[config.mk]
export PLATFORM = sky130hd
export DESIGN_NAME = flip_scan_controller
export DESIGN_NICKNAME = d
export VERILOG_FILES = /design/src/rtl/flip_scan_controller.sv
export SDC_FILE = /design/constraint.sdc
export NUM_CORES = 1
export LEC_CHECK = 0
export CAP_MARGIN = 20
export CORE_MARGIN = 10
export CORE_UTILIZATION = 59
export CTS_CLUSTER_SIZE = 10
export DETAILED_ROUTE_END_ITERATION = 8
export DONT_BUFFER_PORTS = 1
export PLACE_DENSITY = 0.73
export RECOVER_POWER = 100
export SLEW_MARGIN = 20
export SYNTH_ARGS = -nofsm -noshare
export SYNTH_HDL_FRONTEND = slang
export SYNTH_SLANG_ARGS = --single-unit
export TNS_END_PERCENT = 10
[constraint.sdc]
create_clock -name clk -period 5.6 [get_ports clk]
set_clock_uncertainty 0.05 [all_clocks]
set_input_delay 1.68 -clock clk [delete_from_list [all_inputs] [get_ports clk]]
set_output_delay 1.68 -clock clk [all_outputs]
set_load 0.05 [all_outputs]
[src/rtl/flip_scan_controller.sv]
// Reversi move sequencer: scans 8 directions from the target, strobes reversals, then places the piece.
// Optional FLIP_SCAN_DRY_RUN_EN adds check_only, which runs the scan with every write strobe masked.
module flip_scan_controller #(
    parameter int BOARD_DIM = 8,
    parameter int ADDR_W    = 6,
    parameter int CNT_W     = 5
) (
    input  logic              clk,
    input  logic              resetn,
    input  logic              move_valid,
    input  logic [2:0]        move_row,
    input  logic [2:0]        move_col,
    input  logic              move_black,
`ifdef FLIP_SCAN_DRY_RUN_EN
    input  logic              check_only,
`endif
    output logic [ADDR_W-1:0] rd_addr,
    input  logic [2:0]        rd_data,
    output logic [ADDR_W-1:0] wr_addr,
    output logic              wr_play,
    output logic              wr_reverse,
    output logic              wr_set_black,
    output logic              busy,
    output logic              done,
    output logic              legal,
    output logic [CNT_W-1:0]  flip_count
);

    localparam logic [2:0] SQ_EMPTY = 3'b000;
    localparam logic [2:0] SQ_BLACK = 3'b111;
    localparam logic [2:0] SQ_WHITE = 3'b110;

    typedef enum logic [3:0] {
        S_IDLE,
        S_CHECK_REQ,
        S_CHECK_EVAL,
        S_DIR,
        S_STEP_REQ,
        S_STEP_EVAL,
        S_FLIP,
        S_PLACE_EN,
        S_PLACE,
        S_DONE
    } state_t;

    state_t                   state_q, state_n;
    logic signed [4:0]        org_row_q, org_row_n;
    logic signed [4:0]        org_col_q, org_col_n;
    logic signed [4:0]        pos_row_q, pos_row_n;
    logic signed [4:0]        pos_col_q, pos_col_n;
    logic                     black_q, black_n;
    logic                     was_empty_q, was_empty_n;
    logic [2:0]               dir_q, dir_n;
    logic [ADDR_W-1:0]        rd_addr_q, rd_addr_n;
    logic [ADDR_W-1:0]        wr_addr_q, wr_addr_n;
    logic [CNT_W-1:0]         cnt_q, cnt_n;
    logic                     legal_q, legal_n;
    logic                     dir_end;
    logic                     accept;
    logic                     dry;

    logic signed [4:0]        dr, dc;
    logic signed [4:0]        first_row, first_col;
    logic signed [4:0]        step_row, step_col;
    logic signed [4:0]        back_row, back_col;
    logic                     back_is_org;
    logic [2:0]               own, opp;

    // Unit vector for direction d, clockwise from north.
    function automatic logic signed [4:0] dir_dr(input logic [2:0] d);
        case (d)
            3'd0, 3'd1, 3'd7: dir_dr = -5'sd1;
            3'd2, 3'd6:       dir_dr = 5'sd0;
            default:          dir_dr = 5'sd1;
        endcase
    endfunction

    function automatic logic signed [4:0] dir_dc(input logic [2:0] d);
        case (d)
            3'd0, 3'd4:       dir_dc = 5'sd0;
            3'd1, 3'd2, 3'd3: dir_dc = 5'sd1;
            default:          dir_dc = -5'sd1;
        endcase
    endfunction

    function automatic logic in_bounds(input logic signed [4:0] r, input logic signed [4:0] c);
        in_bounds = (int'(r) >= 0) && (int'(r) < BOARD_DIM) &&
                    (int'(c) >= 0) && (int'(c) < BOARD_DIM);
    endfunction

    function automatic logic [ADDR_W-1:0] addr_of(input logic signed [4:0] r, input logic signed [4:0] c);
        addr_of = ADDR_W'(int'(r) * BOARD_DIM + int'(c));
    endfunction

    assign dr          = dir_dr(dir_q);
    assign dc          = dir_dc(dir_q);
    assign first_row   = org_row_q + dr;
    assign first_col   = org_col_q + dc;
    assign step_row    = pos_row_q + dr;
    assign step_col    = pos_col_q + dc;
    assign back_row    = pos_row_q - dr;
    assign back_col    = pos_col_q - dc;
    // Stepping back onto the origin means the run has no squares left to reverse.
    assign back_is_org = (back_row == org_row_q) && (back_col == org_col_q);
    assign own         = black_q ? SQ_BLACK : SQ_WHITE;
    assign opp         = black_q ? SQ_WHITE : SQ_BLACK;
    assign accept      = ((state_q == S_IDLE) || (state_q == S_DONE)) && move_valid;

    always_ff @(posedge clk) begin
        if (resetn) begin
            state_q     <= S_IDLE;
            org_row_q   <= '0;
            org_col_q   <= '0;
            pos_row_q   <= '0;
            pos_col_q   <= '0;
            black_q     <= 1'b0;
            was_empty_q <= 1'b0;
            dir_q       <= '0;
            rd_addr_q   <= '0;
            wr_addr_q   <= '0;
            cnt_q       <= '0;
            legal_q     <= 1'b0;
        end else begin
            state_q     <= state_n;
            org_row_q   <= org_row_n;
            org_col_q   <= org_col_n;
            pos_row_q   <= pos_row_n;
            pos_col_q   <= pos_col_n;
            black_q     <= black_n;
            was_empty_q <= was_empty_n;
            dir_q       <= dir_n;
            rd_addr_q   <= rd_addr_n;
            wr_addr_q   <= wr_addr_n;
            cnt_q       <= cnt_n;
            legal_q     <= legal_n;
        end
    end

    always_comb begin
        state_n     = state_q;
        org_row_n   = org_row_q;
        org_col_n   = org_col_q;
        pos_row_n   = pos_row_q;
        pos_col_n   = pos_col_q;
        black_n     = black_q;
        was_empty_n = was_empty_q;
        dir_n       = dir_q;
        rd_addr_n   = rd_addr_q;
        wr_addr_n   = wr_addr_q;
        cnt_n       = cnt_q;
        legal_n     = legal_q;
        dir_end     = 1'b0;

        case (state_q)
            S_IDLE, S_DONE: begin
                state_n = S_IDLE;
                if (accept) begin
                    org_row_n = {2'b00, move_row};
                    org_col_n = {2'b00, move_col};
                    black_n   = move_black;
                    cnt_n     = '0;
                    legal_n   = 1'b0;
                    if ((int'(move_row) >= BOARD_DIM) || (int'(move_col) >= BOARD_DIM)) begin
                        state_n = S_DONE;
                    end else begin
                        rd_addr_n = addr_of({2'b00, move_row}, {2'b00, move_col});
                        state_n   = S_CHECK_REQ;
                    end
                end
            end
            S_CHECK_REQ: state_n = S_CHECK_EVAL;
            S_CHECK_EVAL: begin
                if ((rd_data == SQ_BLACK) || (rd_data == SQ_WHITE)) begin
                    state_n = S_DONE;
                end else begin
                    was_empty_n = (rd_data == SQ_EMPTY);
                    dir_n       = '0;
                    state_n     = S_DIR;
                end
            end
            S_DIR: begin
                if (in_bounds(first_row, first_col)) begin
                    pos_row_n = first_row;
                    pos_col_n = first_col;
                    rd_addr_n = addr_of(first_row, first_col);
                    state_n   = S_STEP_REQ;
                end else begin
                    dir_end = 1'b1;
                end
            end
            S_STEP_REQ: state_n = S_STEP_EVAL;
            S_STEP_EVAL: begin
                if (rd_data == opp) begin
                    if (in_bounds(step_row, step_col)) begin
                        pos_row_n = step_row;
                        pos_col_n = step_col;
                        rd_addr_n = addr_of(step_row, step_col);
                        state_n   = S_STEP_REQ;
                    end else begin
                        dir_end = 1'b1;
                    end
                end else if ((rd_data == own) && !back_is_org) begin
                    pos_row_n = back_row;
                    pos_col_n = back_col;
                    wr_addr_n = addr_of(back_row, back_col);
                    state_n   = S_FLIP;
                end else begin
                    dir_end = 1'b1;
                end
            end
            S_FLIP: begin
                cnt_n = (cnt_q == '1) ? cnt_q : cnt_q + CNT_W'(1);
                if (back_is_org) begin
                    dir_end = 1'b1;
                end else begin
                    pos_row_n = back_row;
                    pos_col_n = back_col;
                    wr_addr_n = addr_of(back_row, back_col);
                end
            end
            S_PLACE_EN: state_n = S_PLACE;
            S_PLACE: begin
                legal_n = 1'b1;
                state_n = S_DONE;
            end
            default: state_n = S_IDLE;
        endcase

        // After the last direction: nothing captured ends illegal, otherwise place.
        if (dir_end) begin
            if (dir_q == 3'd7) begin
                if (cnt_n == '0) begin
                    state_n = S_DONE;
                end else begin
                    state_n   = was_empty_q ? S_PLACE_EN : S_PLACE;
                    wr_addr_n = addr_of(org_row_q, org_col_q);
                end
            end else begin
                dir_n   = dir_q + 3'd1;
                state_n = S_DIR;
            end
        end
    end

`ifdef FLIP_SCAN_DRY_RUN_EN
    logic dry_q;

    always_ff @(posedge clk) begin
        if (resetn)
            dry_q <= 1'b0;
        else if (accept)
            dry_q <= check_only;
    end

    assign dry = dry_q;
`else
    assign dry = 1'b0;
`endif

    assign rd_addr      = rd_addr_q;
    assign wr_addr      = wr_addr_q;
    assign wr_reverse   = (state_q == S_FLIP) && !dry;
    assign wr_play      = ((state_q == S_PLACE_EN) || (state_q == S_PLACE)) && !dry;
    assign wr_set_black = wr_play && black_q;
    assign busy         = (state_q != S_IDLE) && (state_q != S_DONE);
    assign done         = (state_q == S_DONE);
    assign legal        = legal_q;
    assign flip_count   = cnt_q;

endmodule

# Yosys cells after proc, flatten, opt, wreduce, memory -nomap -nowiden
# Index checks and enable logic that the tools add are counted.
# Widths: inputs -> output; s select.
# op_classes
n_eq_ne	34
n_reduce_logical	34
n_addsub	13
order_cmp	8
bitwise_logic	1
mux	54
# op_table
op	count
$mux 5	12
$mux 6	10
$mux 4	9
$pmux 4 s9	1
$pmux 5 s2	3
$pmux 5 s3	2
$ge 5x1->1 const B	4
$lt 5x5->1 const B	4
$add 6x5->6	3
$pmux 6 s3	1
$eq 4x3->1 const B	4
$eq 3x3->1 const B	5
$add 6x3->6	2
$mux 3	4
$ne 4x4->1 const B	3
$pmux 6 s2	1
$logic_and 1x1->1	11
$add 4x5->5	2
$add 5x5->5	2
$eq 5x4->1	2
$ne 2x2->1 const B	5
$reduce_and 5->1	2
$sub 5x5->5	2
$mux 1	9
other kinds (26)	41
# totals
output_inout_bits	23
regBits	43
word_cells	156
in_bits	13

# Logic depth before layout (Yosys ltp)
# Gate-level depths: netlist of the first run.
# logic_depth
word_depth	14
depth_mapped	19
ltp_nobuf	18

# Worst setup path after synthesis of the first run
# OpenSTA, ideal clock, no wires.
# synth_timing
kind	register to output
start	register state_q[1]
end	output port wr_set_black
stages_incl_launch_ff	5
arrival_time_ns	2.294
n_path_buf	1
slack_ns	1.576
cell_sequence	dfxtp_1 > buf_2 > nand2_1 > o21ai_0 > and2_1
# synth_between
elab_chain_len	3
# synth_rtl
item	line	text
from (decl)	46	state_t state_q, state_n;
from (signal assigned)	124	state_q <= state_n;
$eq 4x3->1 or $eq 4x4->1 (tied branches)	263	assign wr_play = ((state_q == S_PLACE_EN) || (state_q == S_PLACE)) && !dry;
$logic_or 1x1->1 *	263	
net wr_play	20	output logic wr_play,
$logic_and 1x1->1 *	264	assign wr_set_black = wr_play && black_q;
to (decl)	22	output logic wr_set_black,
# The timed path passes the listed nets; every way through them passes the cells marked *.

# Final worst setup path of the first run
# layout_timing
start	register dir_q[1]
end	register pos_row_q[2]
# layout_between
elab_chain_len	10
# layout_rtl
item	line	text
from (decl)	53	logic [2:0] dir_q, dir_n;
from (signal assigned)	131	dir_q <= dir_n;
$eq 3x3->1 (tied with other cells)	71	case (d)
$reduce_or 3->1 (tied with other cells)	71	
$pmux 5 s2 (on tied branches)	71, 79	
$add 5x5->5 (tied with other cells)	99	assign step_row = pos_row_q + dr;
$ge 5x1->1 (tied with other cells)	87	in_bounds = (int'(r) >= 0) && (int'(r) < BOARD_DIM) &&
$logic_and 1x1->1 (on tied branches)	87, 104	
$logic_and 1x1->1 or $logic_not 1->1 (tied branches)	87, 202	
$logic_and 1x1->1 (on tied branches)	88, 202	
$ne 3x3->1 (no line) or $ne 2x2->1 (tied branches)	-	
$reduce_and 5->1 (no line)	-	
to (signal assigned)	127	pos_row_q <= pos_row_n;
to (decl)	49	logic signed [4:0] pos_row_q, pos_row_n;
# Several ways; a longest one is shown, not always the timed one. The select of a mux whose other input is x is not followed.
# A chain may end at the register's enable or synchronous reset.

==> summary.txt, run 1 <==
Outcome
  • Run status: finished clean

Job
  • Max-cap violations: 0

Clock tree
  • Total CTS buffers: 5
  • Post-CTS setup buffer count: 0
  • Skew-Pair Late Insertion Delay: 0.31 ns
  • Clk pin slew, worst setup/hold paths: 0.09 ns
  • CTS sink cnt: 43
  • Maximum clock path buffer count: 2
  • Hold_buf cts: 0
  • H-Tree Depth: 2
  • Post_cts resized: 0
  • CTS tree: yes
  • Clock root buffer: clkbuf_8

Synthesis
  • Post-synth EDFFs: 0
  • Most instantiated cells after synthesis: nand2_1 (45), a21oi_1 (43), dfxtp_1 (43)
  • Flops & latches, synth: 43
  • Synthesized Nets: 514
  • Count leader, synth: nand2_1
  • Synth warnings: 0
  • Sequential area share after synthesis: 22.8%
  • Post-synth top area share: 22.8%
  • Synthesized area: 0.00378 mm^2
  • Top cells by area, synth: dfxtp_1 (23%), ha_1 (13%), a21oi_1 (5.7%)
  • FFs w/ async S/R, synth: 0%
  • Number of distinct library cells after synthesis: 65
  • Top FF cell, synth: dfxtp_1
  • Synth area leader: dfxtp_1
  • Avg Inst Size Synth: 8.33 um^2
  • Post-synthesis cell count: 454

Floorplan
  • Die H: 100 um
  • Core Region: 0.00628 mm^2
  • Full die area: 0.0100 mm^2
  • Rows: 29
  • Initial Util: 60.3%
  • Die width: 100 um
  • Io pins: 36

Cells and area
  • Layout cell share with drive strength beyond 1: 5.37%
  • Filler Cell Count: 580
  • Nets: 506
  • Area growth syn-to-layout: 2.71%
  • ANT cells: 0

Power and ir drop
  • Pwr Density: 281 mW/mm^2
  • Leak: 1.55 nW
  • Worst ir drop on vdd: 0.177 mV
  • Tot Pwr: 1.09 mW

Global routing
  • Largest net degree at the start of global routing: 38
  • GRT overflow: 0
  • Total global-route track usage: 19.8%
  • Vias in the first global route: 3047
  • First-pass GRT wire length: 16200 um
  • Initial antenna violation count: 0

Critical path
  • Setup CP Type: flip-flop to flip-flop
  • Cell count of the worst reg-to-reg path: 15
  • CP Launch Type: flip-flop
  • Worst endpoint data arrival time: 5.20 ns
  • Worst Path Max Fanout: 18
  • Worst path required time: 5.78 ns
  • R2R Setup Slk: 0.58 ns
  • Critical Path End Type: flip-flop

STA
  • Worst-Margin Slew: 1.01 ns
  • Final Max Slew Viols: 0
  • Unrepaired setup endpoints after global routing: false
  • Setup violations, final: 0
  • FMAX: 199 MHz
  • Fin crit share: 89.6%
  • Hold Fails Final Rpt: 0
  • Final setup TNS: 0 ns
  • Worst Slack Setup Final: 0.582 ns
  • Minimum clock period: 5.02 ns
  • Worst slew margin: 32.5%

Place
  • Worst slack, placed: 1.12 ns
  • IO Port Bufs: 0
  • Post-DP HPWL: 7750 um
  • Placer Congestion: 0.960

Min path
  • Hold path cells: 2
  • Hold crit path type: flip-flop to flip-flop

Detailed routing
  • # DRC: 0
  • Pre-antenna DRT Iters: 5
  • Vias: 3325
  • Remaining antenna violation count after routing: 0
  • Routed wire per std cell: 19.2 um
  • Starting DRT DRC Count: 266
  • Number of vias per cell: 6.35
  • Detailed Route WL: 10100 um
[per-stage QoR]
stage                     util (%)  cell area [um^2]  hold WS (ns)  instances
after floorplan                  -              3780         0.405        454
final                         61.9              3880         0.444        524
after global placement        60.7              3810         0.427        516
after detailed placement      60.7              3810         0.438        516
after global routing          61.9              3880         0.480        524
after CTS                     62.3              3910         0.449        524
[layer usage]
metal  wire length (um)  global-route usage [%]
met4                147                    4.67
met1               4450                    25.6
met2               4640                    31.4
met5                  0                       0
met3                816                    5.98
[power by group]
part	switching, mW	internal, mW	total (mW)
sequential	0.0665	0.331	0.398
clock	0.115	0.112	0.228
combinational	0.275	0.192	0.467
total	0.457	0.635	1.09
[registers in the layout, summed over array words and instances (netlist names)]
register,count
legal,1
org_row_q,3
was_empty_q,1
pos_col_q,5
wr_addr,6
rd_addr,6
flip_count,5
pos_row_q,5
dir_q,3
black_q,1
state_q,4
org_col_q,3
[final cells by class]
type                            count  area, um^2  area share [%]
Multi-Input combinational cell    364        2690            69.3
Sequential cell                    43         861            22.2
Inverter                           28         105            2.71
Clock buffer                        7        96.3            2.48
Tap cell                           77        96.3            2.48
Timing Repair Buffer                4        26.3           0.676
Clock inverter                      1        7.51           0.193
[kinds of logic (layout without fill, tap and decap cells)]
logic type / after synthesis / after routing / synth area share [%]
buf+inv: 47 / 40 / 5.42
mux: 12 / 12 / 3.18
xor+xnor: 29 / 29 / 7.11
flops: 43 / 43 / 22.8
fa+ha+maj: 47 / 47 / 17.3
simple gates: 138 / 138 / 18.7
compound gates: 138 / 138 / 25.5
[layout by cell type (no fill, tap or decap), types with 3 or more instances in the layout]
master     n
nand2_1   45
a21oi_1   44
dfxtp_1   43
ha_1      38
nor2_1    27
inv_1     27
o21ai_0   24
xnor2_1   17
nor3_1    13
mux2i_1   12
xor2_1    10
nand2b_1  10
fa_1       9
a22oi_1    7
or3_1      7
a21o_1     7
clkbuf_8   7
or4_1      6
o211ai_1   6
nor2b_1    6
o211a_1    5
nand3b_1   5
a221o_1    4
o31ai_1    3
o21bai_1   3
a31oi_1    3
o21a_1     3
nand3_1    3
buf_4      3
[critical path, cell delays in order, from the launching register on]
cell and delay (ns):
dfxtp_1 0.41, ha_1 0.22, ha_1 0.38, inv_1 0.16
nand2_1 0.38, inv_1 0.23, ha_1 0.54, nand2b_1 0.17
a21oi_1 0.10, nor3_1 0.27, o2111ai_2 0.17, o31ai_1 0.55
a21oi_1 0.39, buf_4 0.31, or4_1 0.51, o21ai_0 0.09
[worst paths after layout]
path / start / endpoint
setup reg to reg: dir_q[1]$_SDFF_PP0_ / pos_row_q[2]$_SDFFE_PP0P_
setup / recovery: dir_q[1]$_SDFF_PP0_ / pos_row_q[2]$_SDFFE_PP0P_
hold reg to reg: black_q$_SDFFE_PP0P_ / black_q$_SDFFE_PP0P_
hold / removal: black_q$_SDFFE_PP0P_ / black_q$_SDFFE_PP0P_
Note: power is estimated with default switching activity, not from simulation.
==> run 2, diff against run 1 <==
--- a/config.mk
+++ b/config.mk
@@ -7,11 +7,12 @@
 export LEC_CHECK = 0
 export CAP_MARGIN = 20
 export CORE_MARGIN = 10
-export CORE_UTILIZATION = 59
+export CORE_UTILIZATION = 40
+export CTS_CLUSTER_DIAMETER = 60
 export CTS_CLUSTER_SIZE = 10
 export DETAILED_ROUTE_END_ITERATION = 8
 export DONT_BUFFER_PORTS = 1
-export PLACE_DENSITY = 0.73
+export PLACE_DENSITY = 0.52
 export RECOVER_POWER = 100
 export SLEW_MARGIN = 20
 export SYNTH_ARGS = -nofsm -noshare
==> summary.txt, run 2 (synthesis results as in run 1) <==
STA
  • Worst-Margin Slew: 0.905 ns
  • Worst slew margin: 39.1%
  • Final setup TNS: 0 ns
  • Hold Fails Final Rpt: 0
  • Final Max Slew Viols: 0
  • Unrepaired setup endpoints after global routing: false
  • Fin crit share: 84.7%
  • Setup violations, final: 0
  • FMAX: 211 MHz
  • Minimum clock period: 4.74 ns

Min path
  • Hold crit path type: flip-flop to flip-flop

Detailed routing
  • Detailed Route WL: 11100 um
  • Pre-antenna DRT Iters: 4
  • Remaining antenna violation count after routing: 0
  • Routed wire per std cell: 19.3 um
  • Number of vias per cell: 5.67
  • Starting DRT DRC Count: 170
  • # DRC: 0
  • Vias: 3279

Critical path
  • Critical Path End Type: flip-flop
  • Worst Path Max Fanout: 11
  • Worst path required time: 5.75 ns
  • Worst endpoint data arrival time: 4.89 ns
  • CP Launch Type: flip-flop
  • Setup CP Type: flip-flop to flip-flop

Place
  • Placer Congestion: 0.822
  • Post-DP Area: 0.00389 mm^2
  • Post-DP HPWL: 8550 um
  • Cells after DPL: 570
  • IO Port Bufs: 0

Job
  • Max-cap violations: 0

Clock tree
  • Clk pin slew, worst setup/hold paths: 0.10 ns
  • Skew-Pair Late Insertion Delay: 0.31 ns
  • Post_cts resized: 0
  • CTS tree: yes
  • Clock root buffer: clkbuf_8
  • H-Tree Depth: 2
  • Hold_buf cts: 0
  • Total CTS buffers: 5
  • Maximum clock path buffer count: 2
  • Post-CTS setup buffer count: 0
  • CTS sink cnt: 43

Floorplan
  • Core Region: 0.00924 mm^2
  • Die H: 117 um
  • Die width: 117 um
  • Initial Util: 40.9%
  • Io pins: 36
  • Full die area: 0.0137 mm^2
  • Rows: 35

Power and ir drop
  • Worst ir drop on vdd: 0.148 mV
  • Tot Pwr: 1.13 mW
  • Leak: 1.56 nW
  • Pwr Density: 285 mW/mm^2

Cells and area
  • Nets: 508
  • Layout cell share with drive strength beyond 1: 5.57%
  • Post-route insts no fill: 578
  • Final Util: 43.0%
  • Most frequent cells in the layout: nand2_1 (45), a21oi_1 (43), dfxtp_1 (43)
  • Area growth syn-to-layout: 5.16%
  • Filler Cell Count: 955
  • Final Instance Area: 0.00398 mm^2
  • ANT cells: 0
  • Commonest non-fill, non-tap cell in the layout: nand2_1

Global routing
  • First-pass GRT wire length: 18000 um
  • Initial antenna violation count: 0
  • Vias in the first global route: 3221
  • Largest net degree at the start of global routing: 38
  • Total global-route track usage: 16.8%
  • GRT overflow: 0

Outcome
  • Run status: finished clean
[run 2: worst paths after layout]
check / startpoint / end / slack, ns / depth (start not counted)
min reg2reg: black_q$_SDFFE_PP0P_ / black_q$_SDFFE_PP0P_ / 0.44 / 2
max: dir_q[0]$_SDFF_PP0_ / state_q[0]$_SDFFE_PP0P_ / 0.86 / 14
max reg2reg: dir_q[0]$_SDFF_PP0_ / state_q[0]$_SDFFE_PP0P_ / 0.86 / 14
min: black_q$_SDFFE_PP0P_ / black_q$_SDFFE_PP0P_ / 0.44 / 2
[run 2: critical path: stages (launching register included)]
cell	delay, ns
dfxtp_1	0.40
inv_1	0.12
ha_1	0.25
o21bai_1	0.33
nand2_1	0.39
inv_1	0.30
fa_1	0.53
xor2_1	0.17
nor4_1	0.33
nand3b_1	0.12
nor4b_1	0.54
nor4_1	0.15
a21oi_2	0.37
nand2_1	0.25
o221a_2	0.33
[run 2: area by class of cell]
type                            count  area (um^2)  area share (%)
Multi-Input combinational cell    364         2700            67.8
Sequential cell                    43          861            21.6
Clock buffer                        5         68.8            1.73
Timing Repair Buffer                6         37.5           0.944
Clock inverter                      3         46.3            1.16
Inverter                           28          105            2.64
Tap cell                          129          161            4.06
[run 2: metrics by stage]
stage	setup WS, ns	hold WS [ns]
detailed placement	1.01	0.431
finish	0.858	0.444
global placement	1.06	0.425
floorplan	1.58	0.405
CTS	0.984	0.446
global route	0.510	0.496
[run 2: per-layer routing]
| layer | track usage, % | part of all wire [%] | vias up |
|---|---|---|---|
| met5 | 0 | 0 | - |
| met1 | 21.2 | 44 | 1567 |
| met3 | 4.03 | 6.8 | 16 |
| li1 | - | - | 1621 |
| met2 | 27.8 | 47 | 75 |
| met4 | 5.02 | 1.8 | 0 |
[run 2: power by group]
group	switching (mW)	internal (mW)
sequential	0.0674	0.331
combinational	0.279	0.191
clock	0.128	0.135
==> run 3, diff against run 2 <==
==> constraint.sdc (replaced) <==
create_clock -name clk -period 4.4 [get_ports clk]
set_clock_uncertainty 0.05 [all_clocks]
set_input_delay 1.32 -clock clk [delete_from_list [all_inputs] [get_ports clk]]
set_output_delay 1.32 -clock clk [all_outputs]
set_load 0.05 [all_outputs]
==> summary.txt, run 3 (synthesis results as in run 1) <==
Detailed routing
  • Remaining antenna violation count after routing: 0
  • Starting DRT DRC Count: 351
  • WL met1: 5090 um
  • # DRC: 0
  • Pre-antenna DRT Iters: 4
  • Detailed Route WL: 11200 um
  • Met3 WL: 837 um
  • Max layer used: met4
  • Routed wire per std cell: 19.2 um
  • Number of vias per cell: 5.66
  • DR WL met2: 5150 um
  • Vias: 3314

Critical path
  • R2R Setup Slk: 0.25 ns
  • Worst Path Max Fanout: 18
  • Worst path required time: 4.58 ns
  • CP top delay family: simple AND/OR/NAND/NOR gates
  • Critical path buffers and inverters: 3
  • CP Launch Type: flip-flop
  • CP max stage cell: or4_1
  • Reg2Reg Capture Point: pos_row_q[0]$_SDFFE_PP0P_
  • Worst path cell trace: inv_1 -> ha_1 -> o21ba_2 -> or3_4 -> inv_1 -> ha_1 -> a21oi_1 -> o21a_1 -> mux2i_1 -> o21a_1 -> nor4_2 -> a21oi_2 -> buf_4 -> or4_1 -> o31ai_1
  • Crit path depth: 15
  • Max stage delay on crit path: 0.52 ns
  • Crit path capture: pos_row_q[0]$_SDFFE_PP0P_
  • Worst endpoint data arrival time: 4.33 ns
  • Setup CP Type: flip-flop to flip-flop
  • Crit. Startpoint: dir_q[1]$_SDFF_PP0_
  • Worst R2R Start: dir_q[1]$_SDFF_PP0_
  • Cell count of the worst reg-to-reg path: 15
  • Critical Path End Type: flip-flop

Clock tree
  • Skew-Pair Late Insertion Delay: 0.31 ns
  • Post-CTS setup buffer count: 0
  • Total CTS buffers: 5
  • Clk pin slew, worst setup/hold paths: 0.10 ns
  • Maximum clock path buffer count: 2
  • H-Tree Depth: 2
  • CTS tree: yes
  • Clock root buffer: clkbuf_8
  • CTS sink cnt: 43

STA
  • Fin crit share: 94.4%
  • FMAX: 241 MHz
  • Final setup TNS: 0 ns
  • Worst slew margin: 47.1%
  • Worst-Margin Slew: 0.794 ns
  • Hold Fails Final Rpt: 0
  • Setup violations, final: 0
  • Final Max Slew Viols: 0
  • Minimum clock period: 4.15 ns
  • Unrepaired setup endpoints after global routing: false

Floorplan
  • Die width: 117 um
  • Core Region: 0.00924 mm^2
  • Rows: 35
  • Initial Util: 40.9%
  • Full die area: 0.0137 mm^2
  • Io pins: 36
  • Die H: 117 um

Global routing
  • Initial antenna violation count: 0
  • First-pass GRT wire length: 18000 um
  • Largest net degree at the start of global routing: 38
  • Vias in the first global route: 3159
  • Total global-route track usage: 16.9%
  • GRT overflow: 0

Power and ir drop
  • Leak: 1.59 nW
  • Pwr Density: 345 mW/mm^2
  • Worst ir drop on vdd: 0.201 mV

Cells and area
  • Post-route insts no fill: 586
  • Most frequent cells in the layout: nand2_1 (45), a21oi_1 (43), dfxtp_1 (43)
  • Commonest non-fill, non-tap cell in the layout: nand2_1
  • Layout cell share with drive strength beyond 1: 7.22%
  • ANT cells: 0
  • Area growth syn-to-layout: 6.25%
  • Nets: 516

Place
  • Cells after DPL: 578
  • Placer Congestion: 0.880
  • IO Port Bufs: 0
  • Post-DP HPWL: 8580 um

Outcome
  • Run status: finished clean

Min path
  • Hold crit path type: flip-flop to flip-flop

Job
  • Max-cap violations: 0
[run 3: changes by cell type in the layout (fill, tap and decap cells not counted), sizes merged]
cell | before | now
clkbuf | 7 | 10
buf | 4 | 10
bufinv | 1 | 0
clkinv | 1 | 2
inv | 28 | 27
[run 3: worst register-to-register path, cell delays in order (launching register included)]
cell	delay [ns]
dfxtp_1	0.42
inv_1	0.11
ha_1	0.24
o21ba_2	0.24
or3_4	0.42
inv_1	0.29
ha_1	0.30
a21oi_1	0.24
o21a_1	0.18
mux2i_1	0.11
o21a_1	0.25
nor4_2	0.36
a21oi_2	0.07
buf_4	0.21
or4_1	0.53
o31ai_1	0.08
[run 3: layout make-up]
| cell class | instances | area, um^2 |
|---|---|---|
| Clock buffer | 6 | 72.6 |
| Clock inverter | 2 | 12.5 |
| Fill cell | 948 | 5220 |
| Inverter | 28 | 105 |
| Multi-Input combinational cell | 364 | 2720 |
| Sequential cell | 43 | 861 |
| Tap cell | 129 | 161 |
| Timing Repair Buffer | 14 | 91.3 |
[run 3: timing repair]
| item | CTS | global route |
|---|---|---|
| hold buffers | 0 | 0 |
| endpoints found under the setup margin | 0 | 15 |
| resized for setup | 0 | 1 |
[run 3: metrics by stage]
step / instance area (um^2) / setup slack, ns / utilization (%) / hold WS, ns / total power [mW]
6_report: 4020 / 0.247 / 43.5 / 0.429 / 1.39
3_3_place_gp: 3950 / 0.277 / 42.7 / 0.411 / 1.13
3_5_place_dp: 3950 / 0.225 / 42.7 / 0.419 / 1.12
2_1_floorplan: 3780 / 0.473 / - / 0.405 / 0.976
5_1_grt: 4020 / 0.0317 / 43.5 / 0.453 / 1.48
4_1_cts: 4030 / 0.103 / 43.7 / 0.433 / 1.39
[run 3: worst min path at each step]
| stage | depth (start not counted) | slack [ns] | start | end |
|---|---|---|---|---|
| after global placement | 2 | 0.41 | dir_q[2]$_SDFF_PP0_ | dir_q[2]$_SDFF_PP0_ |
| after floorplan | 2 | 0.41 | was_empty_q$_SDFFE_PP0P_ | state_q[2]$_SDFFE_PP0P_ |
| final | 2 | 0.43 | dir_q[2]$_SDFF_PP0_ | dir_q[2]$_SDFF_PP0_ |
| after global routing | 2 | 0.45 | dir_q[2]$_SDFF_PP0_ | dir_q[2]$_SDFF_PP0_ |
| after detailed placement | 2 | 0.42 | dir_q[2]$_SDFF_PP0_ | dir_q[2]$_SDFF_PP0_ |
| after CTS | 2 | 0.43 | dir_q[2]$_SDFF_PP0_ | dir_q[2]$_SDFF_PP0_ |
[run 3: power breakdown]
group	internal [mW]	leakage, nW	switching (mW)
combinational	0.252	1.20	0.362
sequential	0.421	0.349	0.0862
clock	0.111	0.0412	0.152
total	0.785	1.59	0.601
[run 3: routing by layer]
| layer | GRT usage [%] | vias to the layer above |
|---|---|---|
| met5 | 0 | - |
| met4 | 4.12 | 0 |
| met3 | 3.98 | 11 |
| met2 | 27.3 | 94 |
| met1 | 22.0 | 1566 |
| li1 | - | 1643 |
